## config.mk

```make
export PLATFORM = sky130hd
export DESIGN_NAME = control_multiciclo
export DESIGN_NICKNAME = d
export VERILOG_FILES = /design/src/rtl/control_multiciclo_pkg.sv /design/src/rtl/control_multiciclo.sv
export SDC_FILE = /design/constraint.sdc
export NUM_CORES = 1
export LEC_CHECK = 0
export CAP_MARGIN = 15
export CORE_MARGIN = 1
export CORE_UTILIZATION = 41
export DETAILED_ROUTE_END_ITERATION = 8
export HOLD_SLACK_MARGIN = 0.12
export PLACE_DENSITY = 0.92
export SYNTH_ARGS = -nofsm -noshare
export SYNTH_HDL_FRONTEND = slang
export SYNTH_SLANG_ARGS = --single-unit
```

## constraint.sdc

```tcl
create_clock -name clk -period 2 [get_ports clk]
set_input_delay 0.3 -clock clk [delete_from_list [all_inputs] [get_ports clk]]
set_output_delay 0.3 -clock clk [all_outputs]
set_load 0.02 [all_outputs]
```

## src/rtl/control_multiciclo_pkg.sv

```systemverilog
// Shared definitions for the multicycle MIPS control path.
// The state codes, opcode constants and AluOP codes live here so that the
// ALU control decoder can import the same values as control_multiciclo.
// The package has no ports. It provides:
//   state_e       - FSM state codes 0..11 (codes 12..15 are unused)
//   OP_*          - primary opcode values (instruction bits [31:26])
//   ALUOP_*       - AluOP codes sent to the ALU control decoder
//   SRCB_*/PCSRC_* - datapath mux select codes
//   ctrl_t        - bundle of every control output
//   op_supported  - returns 1 for opcodes the FSM knows how to execute
package control_multiciclo_pkg;

    typedef enum logic [3:0] {
        S_FETCH  = 4'd0,
        S_DECODE = 4'd1,
        S_MEMADR = 4'd2,
        S_MEMRD  = 4'd3,
        S_MEMWB  = 4'd4,
        S_MEMWR  = 4'd5,
        S_EXEC   = 4'd6,
        S_RCOMP  = 4'd7,
        S_BRANCH = 4'd8,
        S_JUMP   = 4'd9,
        S_ADDIEX = 4'd10,
        S_ADDIWB = 4'd11
    } state_e;

    localparam logic [5:0] OP_R    = 6'b000000;
    localparam logic [5:0] OP_LW   = 6'b100011;
    localparam logic [5:0] OP_SW   = 6'b101011;
    localparam logic [5:0] OP_BEQ  = 6'b000100;
    localparam logic [5:0] OP_J    = 6'b000010;
    localparam logic [5:0] OP_ADDI = 6'b001000;

    localparam logic [1:0] ALUOP_ADD   = 2'b00;
    localparam logic [1:0] ALUOP_SUB   = 2'b01;
    localparam logic [1:0] ALUOP_FUNCT = 2'b10;

    localparam logic [1:0] SRCB_REGB  = 2'b00;
    localparam logic [1:0] SRCB_FOUR  = 2'b01;
    localparam logic [1:0] SRCB_IMM   = 2'b10;
    localparam logic [1:0] SRCB_IMMSH = 2'b11;

    localparam logic [1:0] PCSRC_ALU    = 2'b00;
    localparam logic [1:0] PCSRC_ALUOUT = 2'b01;
    localparam logic [1:0] PCSRC_JUMP   = 2'b10;

    typedef struct packed {
        logic       pc_write;
        logic       pc_write_cond;
        logic       iord;
        logic       mem_read;
        logic       mem_write;
        logic       mem_to_reg;
        logic       ir_write;
        logic       alu_src_a;
        logic       reg_write;
        logic       reg_dst;
        logic [1:0] alu_src_b;
        logic [1:0] pc_source;
        logic [1:0] alu_op;
        logic       ilegal;
        logic [3:0] estado;
    } ctrl_t;

    function automatic logic op_supported(input logic [5:0] op);
        return (op == OP_R) || (op == OP_LW) || (op == OP_SW) ||
               (op == OP_BEQ) || (op == OP_J) || (op == OP_ADDI);
    endfunction

endpackage

```

## src/rtl/control_multiciclo.sv

```systemverilog
// Moore control FSM for a multicycle MIPS datapath (R-type, lw, sw, beq,
// j, addi). Every output decodes from the registered state, except ilegal,
// which also looks at the opcode while in DECODE.
// Ports:
//   clk, rst          - rising-edge clock, synchronous active-high reset
//   opcode            - instruction bits [31:26]; sampled only in DECODE/MEMADR
//   AluOP             - 00 add, 01 subtract, 10 decode funct
//   PCWrite .. RegDst - single-bit datapath enables/selects
//   ALUSrcB, PCSource - 2-bit datapath mux selects
//   ilegal            - one-cycle flag for an unsupported opcode in DECODE
//   estado            - current state code (debug)
// While rst is high every output, estado included, is held at 0.
module control_multiciclo
    import control_multiciclo_pkg::*;
#(
    parameter int SIZEOP      = 6,
    parameter int SIZE_ALU_OP = 2
) (
    input  logic                   clk,
    input  logic                   rst,
    input  logic [SIZEOP-1:0]      opcode,
    output logic [SIZE_ALU_OP-1:0] AluOP,
    output logic                   PCWrite,
    output logic                   PCWriteCond,
    output logic                   IorD,
    output logic                   MemRead,
    output logic                   MemWrite,
    output logic                   MemtoReg,
    output logic                   IRWrite,
    output logic                   ALUSrcA,
    output logic                   RegWrite,
    output logic                   RegDst,
    output logic [1:0]             ALUSrcB,
    output logic [1:0]             PCSource,
    output logic                   ilegal,
    output logic [3:0]             estado
);

    state_e     state_q, state_d;
    logic [5:0] op6;
    ctrl_t      ctrl;

    // Opcode constants are 6 bits wide; adapt a non-default SIZEOP once here.
    always_comb op6 = 6'(opcode);

    always_ff @(posedge clk) begin
        if (rst) state_q <= S_FETCH;
        else     state_q <= state_d;
    end

    always_comb begin
        state_d = S_FETCH;
        case (state_q)
            S_FETCH:  state_d = S_DECODE;
            S_DECODE: begin
                case (op6)
                    OP_R:         state_d = S_EXEC;
                    OP_LW, OP_SW: state_d = S_MEMADR;
                    OP_BEQ:       state_d = S_BRANCH;
                    OP_J:         state_d = S_JUMP;
                    OP_ADDI:      state_d = S_ADDIEX;
                    default:      state_d = S_FETCH;
                endcase
            end
            // The opcode is looked at again to pick load vs store; anything
            // else here means the instruction register changed under us, so
            // the instruction is abandoned.
            S_MEMADR: begin
                if (op6 == OP_LW)      state_d = S_MEMRD;
                else if (op6 == OP_SW) state_d = S_MEMWR;
                else                   state_d = S_FETCH;
            end
            S_MEMRD:  state_d = S_MEMWB;
            S_EXEC:   state_d = S_RCOMP;
            S_ADDIEX: state_d = S_ADDIWB;
            // MEMWB, MEMWR, RCOMP, BRANCH, JUMP, ADDIWB and the unused
            // codes 12..15 all return to FETCH.
            default:  state_d = S_FETCH;
        endcase
    end

    always_comb begin
        ctrl = '0;
        if (!rst) begin
            ctrl.estado = state_q;
            case (state_q)
                S_FETCH: begin
                    ctrl.mem_read  = 1'b1;
                    ctrl.ir_write  = 1'b1;
                    ctrl.alu_src_b = SRCB_FOUR;
                    ctrl.alu_op    = ALUOP_ADD;
                    ctrl.pc_source = PCSRC_ALU;
                    ctrl.pc_write  = 1'b1;
                end
                S_DECODE: begin
                    ctrl.alu_src_b = SRCB_IMMSH;
                    ctrl.alu_op    = ALUOP_ADD;
                    ctrl.ilegal    = !op_supported(op6);
                end
                S_MEMADR, S_ADDIEX: begin
                    ctrl.alu_src_a = 1'b1;
                    ctrl.alu_src_b = SRCB_IMM;
                    ctrl.alu_op    = ALUOP_ADD;
                end
                S_MEMRD: begin
                    ctrl.mem_read = 1'b1;
                    ctrl.iord     = 1'b1;
                end
                S_MEMWB: begin
                    ctrl.reg_write  = 1'b1;
                    ctrl.mem_to_reg = 1'b1;
                end
                S_MEMWR: begin
                    ctrl.mem_write = 1'b1;
                    ctrl.iord      = 1'b1;
                end
                S_EXEC: begin
                    ctrl.alu_src_a = 1'b1;
                    ctrl.alu_src_b = SRCB_REGB;
                    ctrl.alu_op    = ALUOP_FUNCT;
                end
                S_RCOMP: begin
                    ctrl.reg_write = 1'b1;
                    ctrl.reg_dst   = 1'b1;
                end
                S_BRANCH: begin
                    ctrl.alu_src_a     = 1'b1;
                    ctrl.alu_src_b     = SRCB_REGB;
                    ctrl.alu_op        = ALUOP_SUB;
                    ctrl.pc_write_cond = 1'b1;
                    ctrl.pc_source     = PCSRC_ALUOUT;
                end
                S_JUMP: begin
                    ctrl.pc_write  = 1'b1;
                    ctrl.pc_source = PCSRC_JUMP;
                end
                S_ADDIWB: begin
                    ctrl.reg_write = 1'b1;
                end
                default: ctrl = '0;
            endcase
        end
    end

    assign AluOP       = SIZE_ALU_OP'(ctrl.alu_op);
    assign PCWrite     = ctrl.pc_write;
    assign PCWriteCond = ctrl.pc_write_cond;
    assign IorD        = ctrl.iord;
    assign MemRead     = ctrl.mem_read;
    assign MemWrite    = ctrl.mem_write;
    assign MemtoReg    = ctrl.mem_to_reg;
    assign IRWrite     = ctrl.ir_write;
    assign ALUSrcA     = ctrl.alu_src_a;
    assign RegWrite    = ctrl.reg_write;
    assign RegDst      = ctrl.reg_dst;
    assign ALUSrcB     = ctrl.alu_src_b;
    assign PCSource    = ctrl.pc_source;
    assign ilegal      = ctrl.ilegal;
    assign estado      = ctrl.estado;

endmodule

```

==> impl_metrics.ini, run 1 <==
[power_and_ir_drop]
seqPwrFrac_pct = 27.4
p_leak_uw = 0.000482
power_frac_clock_pct = 34.9
p_int_uw = 209
switching_share_pct = 34.3
finalPower_uw = 319
p_comb_share_pct = 37.7
p_sw_uw = 109
p_per_area_nw_per_um2 = 334
peakVddDrop_mv = 0.229

[sta]
drv_slew = 0
worstMarginPinSlew_ns = 0.327
setup_viol = 0
rsz0062_at_grt = yes
max_freq_mhz = 515
timing.final.crit_share_pct = 97.0
hold_violations = 0
layout_min_cycle_time_ns = 1.94
fin_skew_ns = 0.00112
max-slew-margin-rel_pct = 78.2

[global_route]
grt_antenna_before_repair = 0
grt_use_total_pct = 30.9
grt_pass1_vias = 728
grt_max_degree = 10
overflow = 0
grt_pass1_wl_microns = 3130

[synth]
yosys_most_used_dff = dfxtp_1
yosysTopAreaCellShare_pct = 14.5
synthTopCellsByCount = nor2_1 (14), nor3_1 (6)
synth_edf_count = 0
ys_seq_elements = 4
yosys_warnings = 0
synth_area_leaders = dfxtp_1 (14%), nor2_1 (9.5%), buf_6 (6.1%), nor3_1 (5.4%), a21oi_1 (3.6%)
syn_area_sq_um = 553
syn_inst = 82
yosysSeqAreaShare_pct = 14.5
synth.avg_cell_area_sq_um = 6.74
synth_nets = 90
synth_cell_type_count = 35
synth_most_common_cell = nor2_1
async_reset_ff_share_pct = 0
yosysTopAreaCell = dfxtp_1

[layout]
final_core_util_pct = 80.5
top_regs = state_q: 4 flops
layout.nets = 136
synthToLayoutAreaGrowth_pct = 72.6
regMostFlops = state_q
drive_gt1_share_pct = 34.9
largest_reg_flops = 4
diodes = 0

[routing]
dr.pass1.iters = 4
totalWireLength_microns = 2100
via_per_inst = 5.86
vias = 820
ant_nets = 0
detail_route.wl_per_cell_microns = 15.0
drt_iter0_drc = 25
drc = 0

[critical_path]
worstPathCellList = clkdlybuf4s50_1, buf_4, nor2_2, nand2_2, nor3_1, dlygate4sd1_1
cp_slowest_cell = clkdlybuf4s50_1
cp-start-kind = input port
crit_type = in -> out
arrival_ns = 1.64
r2r_cells = 5
required_ns = 1.70
crit_buf_inv = 3
critPathMaxFanout = 4
worstSetupPathDepth = 6
cp-end-kind = primary output
r2r_setup_slack_ns = 0.64
critical_path.top_delay_family = buffers and inverters
slowest_delay_ns = 0.42

[hold_path]
hold_depth = 4
hold_path_class = in -> reg

[die]
die-area_sq_um = 1500
die_height_microns = 38.7
start_util_pct = 46.6
fp.dieW_microns = 38.7
rows = 12
pin_count = 29
core_sq_um = 1190

[clock_network]
htreeDepth = 1
clockRootBuffer = clkbuf_4
clkLatencyLatePin_ns = 0.25
cts.sinks = 4
cts.path.max_buffers = 2
cts_tree = yes
cts.clk_slew.worst_paths_ns = 0.04
cts_hold_buf = 0
numCtsBuffers = 3

[outcome]
status = complete, no violations

[placed_design]
dpl.hpwl_microns = 1570
gp_congestion = 0.983
port_buffers = 28

[flow_run]
drv_cap = 0
## timing repair
action	4_1_cts	5_1_grt
gates resized for setup	36	22
endpoints found under the hold margin	0	0
pin swaps	2	1
setup buffers	0	0
endpoints found under the setup margin	21	12
## power groups by stage
stage               Clock [uW]  Combinational [uW]  Sequential [uW]
CTS                        111                 117             86.9
finish                     111                 120             87.3
global route               113                 129             87.4
floorplan                    0                55.4             86.5
detailed placement           0                 123             88.2
global placement             0                 117             87.9
## cell usage in the layout (no fill, tap or decap), drive strengths merged, types with 3 or more instances in the layout
master / instances
o21ai: 5
buf: 22
clkdlybuf4s50: 6
and3: 4
nor3: 7
clkbuf: 7
nand2: 4
dlygate4sd2: 9
nor2: 16
inv: 4
dfxtp: 4
and2: 3
a21oi: 4
clkdlybuf4s15: 5
nor4: 3
## worst min-delay path: stages
cell           delay [ns]
dlygate4sd2_1        0.28
buf_4                0.15
a31oi_1              0.07
a21boi_1             0.13
## final cells by class
cell class	instances	area (sq um)
fill	85	231
clock buffer	3	22.5
tap	14	17.5
inverter	4	15.0
multi-input combinational	67	430
sequential	4	80.1
timing repair buffer	48	389
## per-layer routing
metal | vias to the layer above | GRT usage, % | wire [microns]
met3 | 12 | 5.20 | 178
met2 | 67 | 57.1 | 1080
li1 | 374 | - | -
met4 | 0 | 19.8 | 108
met1 | 367 | 31.3 | 732
met5 | - | 0 | 0
## per-stage QoR
stage	setup TNS [ns]	setup WS [ns]	hold slack (ns)	area, sq um	cells
final	0	0.0598	0.719	955	140
after global routing	-0.0941	-0.0273	0.731	955	140
after CTS	0	0.00943	0.704	962	140
after detailed placement	-4.56	-0.359	0.670	942	137
after global placement	-3.44	-0.264	0.659	942	137
after floorplan	0	0.276	0.483	553	82
## logic make-up (layout without fill, tap and decap cells)
logic type / after synthesis / count (layout) / synth area share [%]
multiplexers: 1 / 1 / 1.81
AND/OR/NAND/NOR: 47 / 47 / 47.7
XOR/XNOR: 2 / 2 / 3.17
buffers and inverters: 11 / 55 / 13.3
AO/OA/AOI/OAI: 17 / 17 / 19.5
flip-flops: 4 / 4 / 14.5
## path summary, 6_finish.rpt
kind | from | to
max | rst | PCWriteCond
min | opcode[3] | state_q[2]
max reg2reg | state_q[0] | state_q[1]
min reg2reg | state_q[3] | state_q[3]
No activity file was read; power rests on OpenSTA's default activity.
==> inputs of run 2 (changes only) <==
GPL_ROUTABILITY_DRIVEN = 1   (was default)
MAX_ROUTING_LAYER = met4   (was default)
SLEW_MARGIN = 15   (was default)
==> run 2 against run 1 <==
Compared with the run above: critical endpoint is now MemRead; critical path type unchanged; sequential share of layout area grew 0.28 points; worst setup slack lost 0.0091 ns; largest power group unchanged; critical path depth shrank 2; final cell count shrank 0.71%; total power shrank 6.4%; clock skew grew 0.0055 ns; sequential power is essentially flat.
==> impl_metrics.ini, run 2 (synthesis gave the netlist of run 1 again) <==
[outcome]
status = complete, no violations

[power_and_ir_drop]
p_leak_uw = 0.000488
peakVddDrop_mv = 0.210
p_int_uw = 206
power_frac_clock_pct = 32.8
p_sw_uw = 92.0
p_comb_share_pct = 37.9
p_per_area_nw_per_um2 = 323
seqPwrFrac_pct = 29.3
switching_share_pct = 30.8

[critical_path]
r2r_start = state_q[0]
cp_slowest_cell = clkdlybuf4s50_1
worstPathCellList = clkdlybuf4s50_1, or3_4, nor3_1, clkdlybuf4s15_2
arrival_ns = 1.65
crit_type = in -> out
cp-end-kind = primary output
crit_path_start = rst
critPathMaxFanout = 5
slowest_delay_ns = 0.42
required_ns = 1.70
crit_buf_inv = 2
critical_path.top_delay_family = buffers and inverters
cp-start-kind = input port

[routing]
drt_iter0_drc = 38
vias = 757
dr.pass1.iters = 4
detail_route.wl_per_cell_microns = 12.3
via_per_inst = 5.45
ant_nets = 0
drc = 0
totalWireLength_microns = 1710

[clock_network]
cts.path.max_buffers = 2
numCtsBuffers = 3
clockRootBuffer = clkbuf_4
cts_hold_buf = 0
clkLatencyLatePin_ns = 0.23
cts_tree = yes
cts_setup_buffers = 0
htreeDepth = 1
cts.clk_slew.worst_paths_ns = 0.04
cts.sinks = 4

[sta]
timing.final.crit_share_pct = 97.5
worstMarginPinSlew_ns = 0.312
hold_violations = 0
whs_ns = 0.712
layout_min_cycle_time_ns = 1.95
drv_slew = 0
max-slew-margin-rel_pct = 79.2
finalSetupTns_ns = 0
rsz0062_at_grt = yes
fin_skew_ns = 0.00666
setup_viol = 0
max_freq_mhz = 513

[layout]
top_regs = state_q: 4 flops
regMostFlops = state_q
final_common_cell = buf_4
largest_reg_flops = 4
final_cell_mix = buf_4 (19), nor2_1 (14), dlygate4sd2_1 (12)
final_area_sq_um = 923
layout.nets = 135
instances_no_fill = 139
synthToLayoutAreaGrowth_pct = 67.0
diodes = 0
drive_gt1_share_pct = 29.6

[die]
die-area_sq_um = 1500
die_height_microns = 38.7
start_util_pct = 46.6
rows = 12
core_sq_um = 1190
pin_count = 29
fp.dieW_microns = 38.7

[placed_design]
port_buffers = 28
dpl.hpwl_microns = 1360
gp_congestion = 1.01
dpl_cell_area_sq_um = 935
placed_cells = 136

[global_route]
grt_antenna_before_repair = 0
grt_pass1_vias = 624
overflow = 0
grt_pass1_wl_microns = 2660
grt_max_degree = 10
grt_use_total_pct = 26.2

[hold_path]
hold_path_class = reg -> reg
hp-start = state_q[3]

[flow_run]
drv_cap = 0
==> run 2: cell count changes in the layout (fill, tap and decap cells not counted), moves of 2 or more <==
cell and change:
clkdlybuf4s15_1 -3, nor2_1 +2, clkbuf_2 +2, nor2_2 -2
dlygate4sd2_1 +3, buf_2 -2
==> run 2: metrics by stage <==
| stage | util, % | total power [uW] | worst slack (ns) |
|---|---|---|---|
| floorplan | - | 142 | 0.276 |
| global placement | 78.8 | 204 | -0.267 |
| detailed placement | 78.8 | 208 | -0.319 |
| CTS | 80.0 | 300 | 0.00334 |
| global route | 77.8 | 312 | -0.0547 |
| finish | 77.8 | 298 | 0.0508 |
==> run 2: worst min-delay path, delay by kind of cell (launching register included) <==
kind,cells,cell delay [ns]
AO/OA/AOI/OAI,1,0.16
flip-flops,1,0.34
buffers and inverters,1,0.18
==> run 2: layout make-up <==
class | count | area [sq um]
clock buffer | 3 | 22.5
fill | 92 | 263
inverter | 4 | 15.0
multi-input combinational | 67 | 413
sequential | 4 | 80.1
tap | 14 | 17.5
timing repair buffer | 47 | 375
==> run 2: worst paths after layout <==
| path | cells after the start | end | slack, ns |
|---|---|---|---|
| worst max register to register | 5 | state_q[1] | 0.64 |
| worst min register to register | 2 | state_q[3] | 0.71 |
| worst min-delay path | 2 | state_q[3] | 0.71 |
| worst max-delay path | 4 | MemRead | 0.05 |
==> run 2: power by group through the flow <==
| stage | clock, uW | sequential (uW) | combinational (uW) |
|---|---|---|---|
| floorplan | 0 | 86.5 | 55.4 |
| global placement | 0 | 87.9 | 116 |
| detailed placement | 0 | 88.4 | 120 |
| CTS | 98.6 | 87.2 | 114 |
| global route | 102 | 87.6 | 123 |
| finish | 97.9 | 87.3 | 113 |
==> run 2: metal layers <==
layer  part of all wire, %  global-route usage (%)
met1                    37                    27.8
met2                    54                    49.2
met3                   8.8                    2.31
met4                  0.35                    10.3
met5                     0                       -
==> run 2: timing repair <==
action,4_1_cts,5_1_grt
gates resized for setup,29,17
endpoints found under the setup margin,21,9
pin swaps,0,1
==> RTL change 1 (settings of run 2) <==
Add an input register stage for `opcode`; this delays it by one clock. Comments in the files are not updated.
--- a/src/rtl/control_multiciclo.sv
+++ b/src/rtl/control_multiciclo.sv
@@ -37,4 +37,10 @@
 );
 
+    logic [SIZEOP-1:0] opcode_q;
+
+    always_ff @(posedge clk) begin
+        opcode_q <= opcode;
+    end
+
     state_e     state_q, state_d;
     logic [5:0] op6;
@@ -42,5 +48,5 @@
 
     // Opcode constants are 6 bits wide; adapt a non-default SIZEOP once here.
-    always_comb op6 = 6'(opcode);
+    always_comb op6 = 6'(opcode_q);
 
     always_ff @(posedge clk) begin
Formal check against the unedited RTL: not equivalent (a bounded check fails within 4 cycles, from zero or initial values and one cycle with rst high).
==> RTL change 1 against run 2 <==
Clock power is 30% higher. Largest power group is now sequential cells. Via count is 1.3% higher. Power is 50% higher. Sequential cell count is 6 higher. Critical path type unchanged. Critical path depth is 1 higher. Combinational power is 12% lower. Routed wire length is 0.29% lower. Design area is 4.5% higher. Final cell count is 3.6% lower. Synthesized area is 18% higher. Worst setup slack worse by 16 ps. Clock skew is 6.3 ps lower. Synthesized cell count is 3.7% higher.
==> RTL change 1: results (changes against run 2) <==
M1 wire length=707 um (+11%); post-synthesis cell area=654 sq um (+18%); max FFs per register=6 (+2); Post-Route Skew=0.368 ps (-6.29 ps); Static Leak=0.482 nW (-1.3%); Overall Global Routing Usage=21.0% (-5.2 points); P per Cell Area=463 nW/um^2 (+43%); Routed WL=1.71 mm (-0.29%); multi-input combinational cell count=65 (-3.0%); routed wl met2=837 um (-8.8%); clock network share of area=2.33% (-0.10 points); metal3 WL=156 um (+4.0%); critical path's slowest cell=or4_4; sequential cell count=10 (+6); Setup WS pre-CTS=-370 ps (-50.3 ps); bufs w/o clock=38 (-19%); grt met2 use=34.7% (-14 points); Hold Path Class=in2reg; Fillers=123 (+34%); CP delay by family, top=simple AND/OR/NAND/NOR gates; Placed Instance Area=981 sq um (+5.0%); clk root buf=clkbuf_4; average wire per standard cell=12.7 um (+3.4%); layout cells sized above 1=22.0% (-7.6 points); Seq area share=20.8% (+12 points); clk_lat worst skew=260 ps (+30 ps); final core occ=64.0% (-14 points); global-route wire length before repair=2.79 mm (+4.7%); met1 GRT Util=23.5% (-4.3 points); Distinct cells, synth=31 (-11%); Post-Syn Nets=93 (+3.3%); syn_area_per_cell=7.70 sq um (+14%); Internal Pwr Total=0.326 mW (+58%); M3 GR Usage=8.70% (+6.4 points); RD Place Congestion=0.935 (-7.1%); P_seq=0.221 mW (+150%); DRT iter0 DRCs=17 (-55%); status=complete, no violations; DP Cell Count=131 (-3.7%); largest net degree at the start of global routing=18 (+8); Data buffer area share=32.0% (-8.6 points); dpl hpwl=1.28 mm (-6.1%); Most used DFF post-synth=dfxtp_1; Via Count=767 (+1.3%); fin nets=128 (-5.2%); vias in the first global route=656 (+5.1%); worst hold start=opcode[2]; Max transition margin=77.7% (-1.4 points); P_comb=0.0992 mW (-12%); Max stage delay on crit path=440 ps (+20 ps); nonclk inv count=2 (-2); Reg-to-Reg Start=state_q[1]; worst-path maximum fanout=3 (-2); worst vdd ir=0.000610 V (+190%); Synth top cells by count=nor2_1 (11), dfxtp_1 (10), nor3_1 (6); multi-input gate share of total cell area=42.0% (-2.7 points); Synth area leaders=dfxtp_1 (31%), nor2_1 (6.3%), nor3_1 (4.6%), nand4b_1 (4.0%), nand2b_1 (3.8%); Seq/Total Area, Yosys=30.6% (+16 points)
[RTL change 1: cell types whose count changed in the layout (fill, tap and decap cells not counted), sizes merged, moves of 3 or more]
cell    before  now
buf         19   11
dfxtp        4   10
nand4b       0    3
nor2        16   11
[RTL change 1: cell families (layout without fill, tap and decap cells)]
logic type	count (synthesis)	count (layout)	synth area share [%]
xor gates and xnor gates	2	2	2.68
buffers and inverters	10	43	8.61
DFF	10	10	30.6
AOI/OAI and AO/OA	18	18	18.2
and+or+nand+nor	44	44	38.4
adders and majority gates	1	1	1.53
[RTL change 1: path summary, 6_finish.rpt]
| check | slack, ps | cells past startpoint | to |
|---|---|---|---|
| setup / recovery | 40 | 5 | PCWrite |
| hold / removal | 480 | 1 | op6[2] |
| setup reg to reg | 440 | 5 | state_q[0] |
| hold reg to reg | 600 | 3 | state_q[1] |
[RTL change 1: timing repair]
action | CTS | global route
buffers inserted | 0 | 0
endpoints found under the setup margin | 21 | 8
resized for setup | 30 | 13
hold buffers | 0 | 0
==> RTL change 2 (settings of run 2) <==
Without the edit above. `SIZE_ALU_OP`: 2 -> 4.
--- a/src/rtl/control_multiciclo.sv
+++ b/src/rtl/control_multiciclo.sv
@@ -15,5 +15,5 @@
 #(
     parameter int SIZEOP      = 6,
-    parameter int SIZE_ALU_OP = 2
+    parameter int SIZE_ALU_OP = 4
 ) (
     input  logic                   clk,
Interface: changed (resized AluOP); port bits go from 29 to 31. The function was not compared with the original's and may differ.
==> RTL change 2 against run 2 <==
The flow now finishes with violations (negative setup slack). First-iteration DRC count down 68%. Count of clock-buffer cells in the layout unchanged. Sequential cell count stayed put. Worst setup slack got worse by 79 ps. Via count is 3.8% higher. Design area up 7.6%. Hold slack got worse by 140 ps. Synthesized area increased by 3.4%. Sequential power fell by 0.9%. Power grew 9.7%. Routed wire length up 19%. Critical path depth grew 2.
==> RTL change 2: results (changes against run 2) <==
global-route wire length before repair=3.08 mm (+16%); worst vdd ir=0.000326 V (+55%); Final Instance Count excl. Fillers=145 (+4.3%); fin nets=140 (+3.7%); Seq/Total Area, Yosys=14.0% (-0.48 points); CTS Buffer Depth=2 (unchanged); largest net degree at the start of global routing=13 (+3); Distinct cells, synth=36 (+2.9%); vias in the first global route=725 (+16%); failing checks=negative setup slack; final core occ=76.3% (-1.5 points); Via Count=786 (+3.8%); Synth area leaders=dfxtp_1 (14%), nor2_1 (9.2%), buf_6 (5.9%), nor3_1 (5.3%), buf_4 (5.3%); setup slack after layout=-27.8 ps (-78.6 ps); clk_lat worst skew=250 ps (+20 ps); DRT iter0 DRCs=12 (-68%); Setup violations, final=2 (+2); Static Leak=0.529 nW (+8.4%); Post-Route Skew=2.89 ps (-3.77 ps); setup TNS=-32.7 ps (-32.7 ps); Mapped Cells=85 (+3.7%); Setup WS pre-CTS=-329 ps (-9.32 ps); layout cells sized above 1=38.5% (+8.9 points); average wire per standard cell=14.1 um (+15%); status=complete, but fails checks; Overall Global Routing Usage=31.0% (+4.8 points); Placed Instance Area=978 sq um (+4.7%); Fillers=94 (+2.2%); dpl hpwl=1.42 mm (+4.6%)
==> RTL change 2: worst max-delay path, delay by kind of cell <==
family / cells / cell delay (ps)
simple gates: 3 / 540
compound gates: 1 / 210
buf+inv: 2 / 670
==> RTL change 2: layout make-up <==
cell class | count | share of cell area, %
multi-input cells | 69 | 44.7
repair buffers | 50 | 41.4
flip-flops and latches | 4 | 8.19
clock buffers | 3 | 2.27
well taps | 15 | 1.89
inverters | 4 | 1.51
==> RTL change 2: power by group <==
group | internal [mW] | leakage [nW] | switching (mW)
clock | 0.0677 | 0.0138 | 0.0424
sequential | 0.0824 | 0.0331 | 0.00406
combinational | 0.0636 | 0.482 | 0.0670
==> RTL change 2: worst paths after layout <==
kind                   start          to  slack, ps  cells after the start
setup / recovery   opcode[5]      ilegal        -30                      6
hold / removal    state_q[0]  state_q[2]        570                      2
setup reg to reg  state_q[0]  state_q[1]        580                      6
hold reg to reg   state_q[0]  state_q[2]        570                      2
==> RTL change 2: repair_timing <==
action,4_1_cts,5_1_grt
hold endpoints to repair,0,0
resized for setup,35,23
setup endpoints to repair,20,16
==> RTL change 2: cell families (layout without fill, tap and decap cells) <==
group	after synthesis	after routing	share of synthesized area, %
mux	1	1	1.75
compound gates	17	17	18.8
flops	4	4	14.0
other cells	1	2	0.656
simple gates	47	47	46.2
buf+inv	13	57	15.5
xor+xnor	2	2	3.06
==> RTL change 2: metal layers <==
layer,vias to the layer above,part of all wire [%],track usage [%]
met1,354,37,31.9
met5,-,0,-
met2,38,51,50.0
li1,380,-,-
met3,14,5.6,6.25
met4,0,6.1,26.7
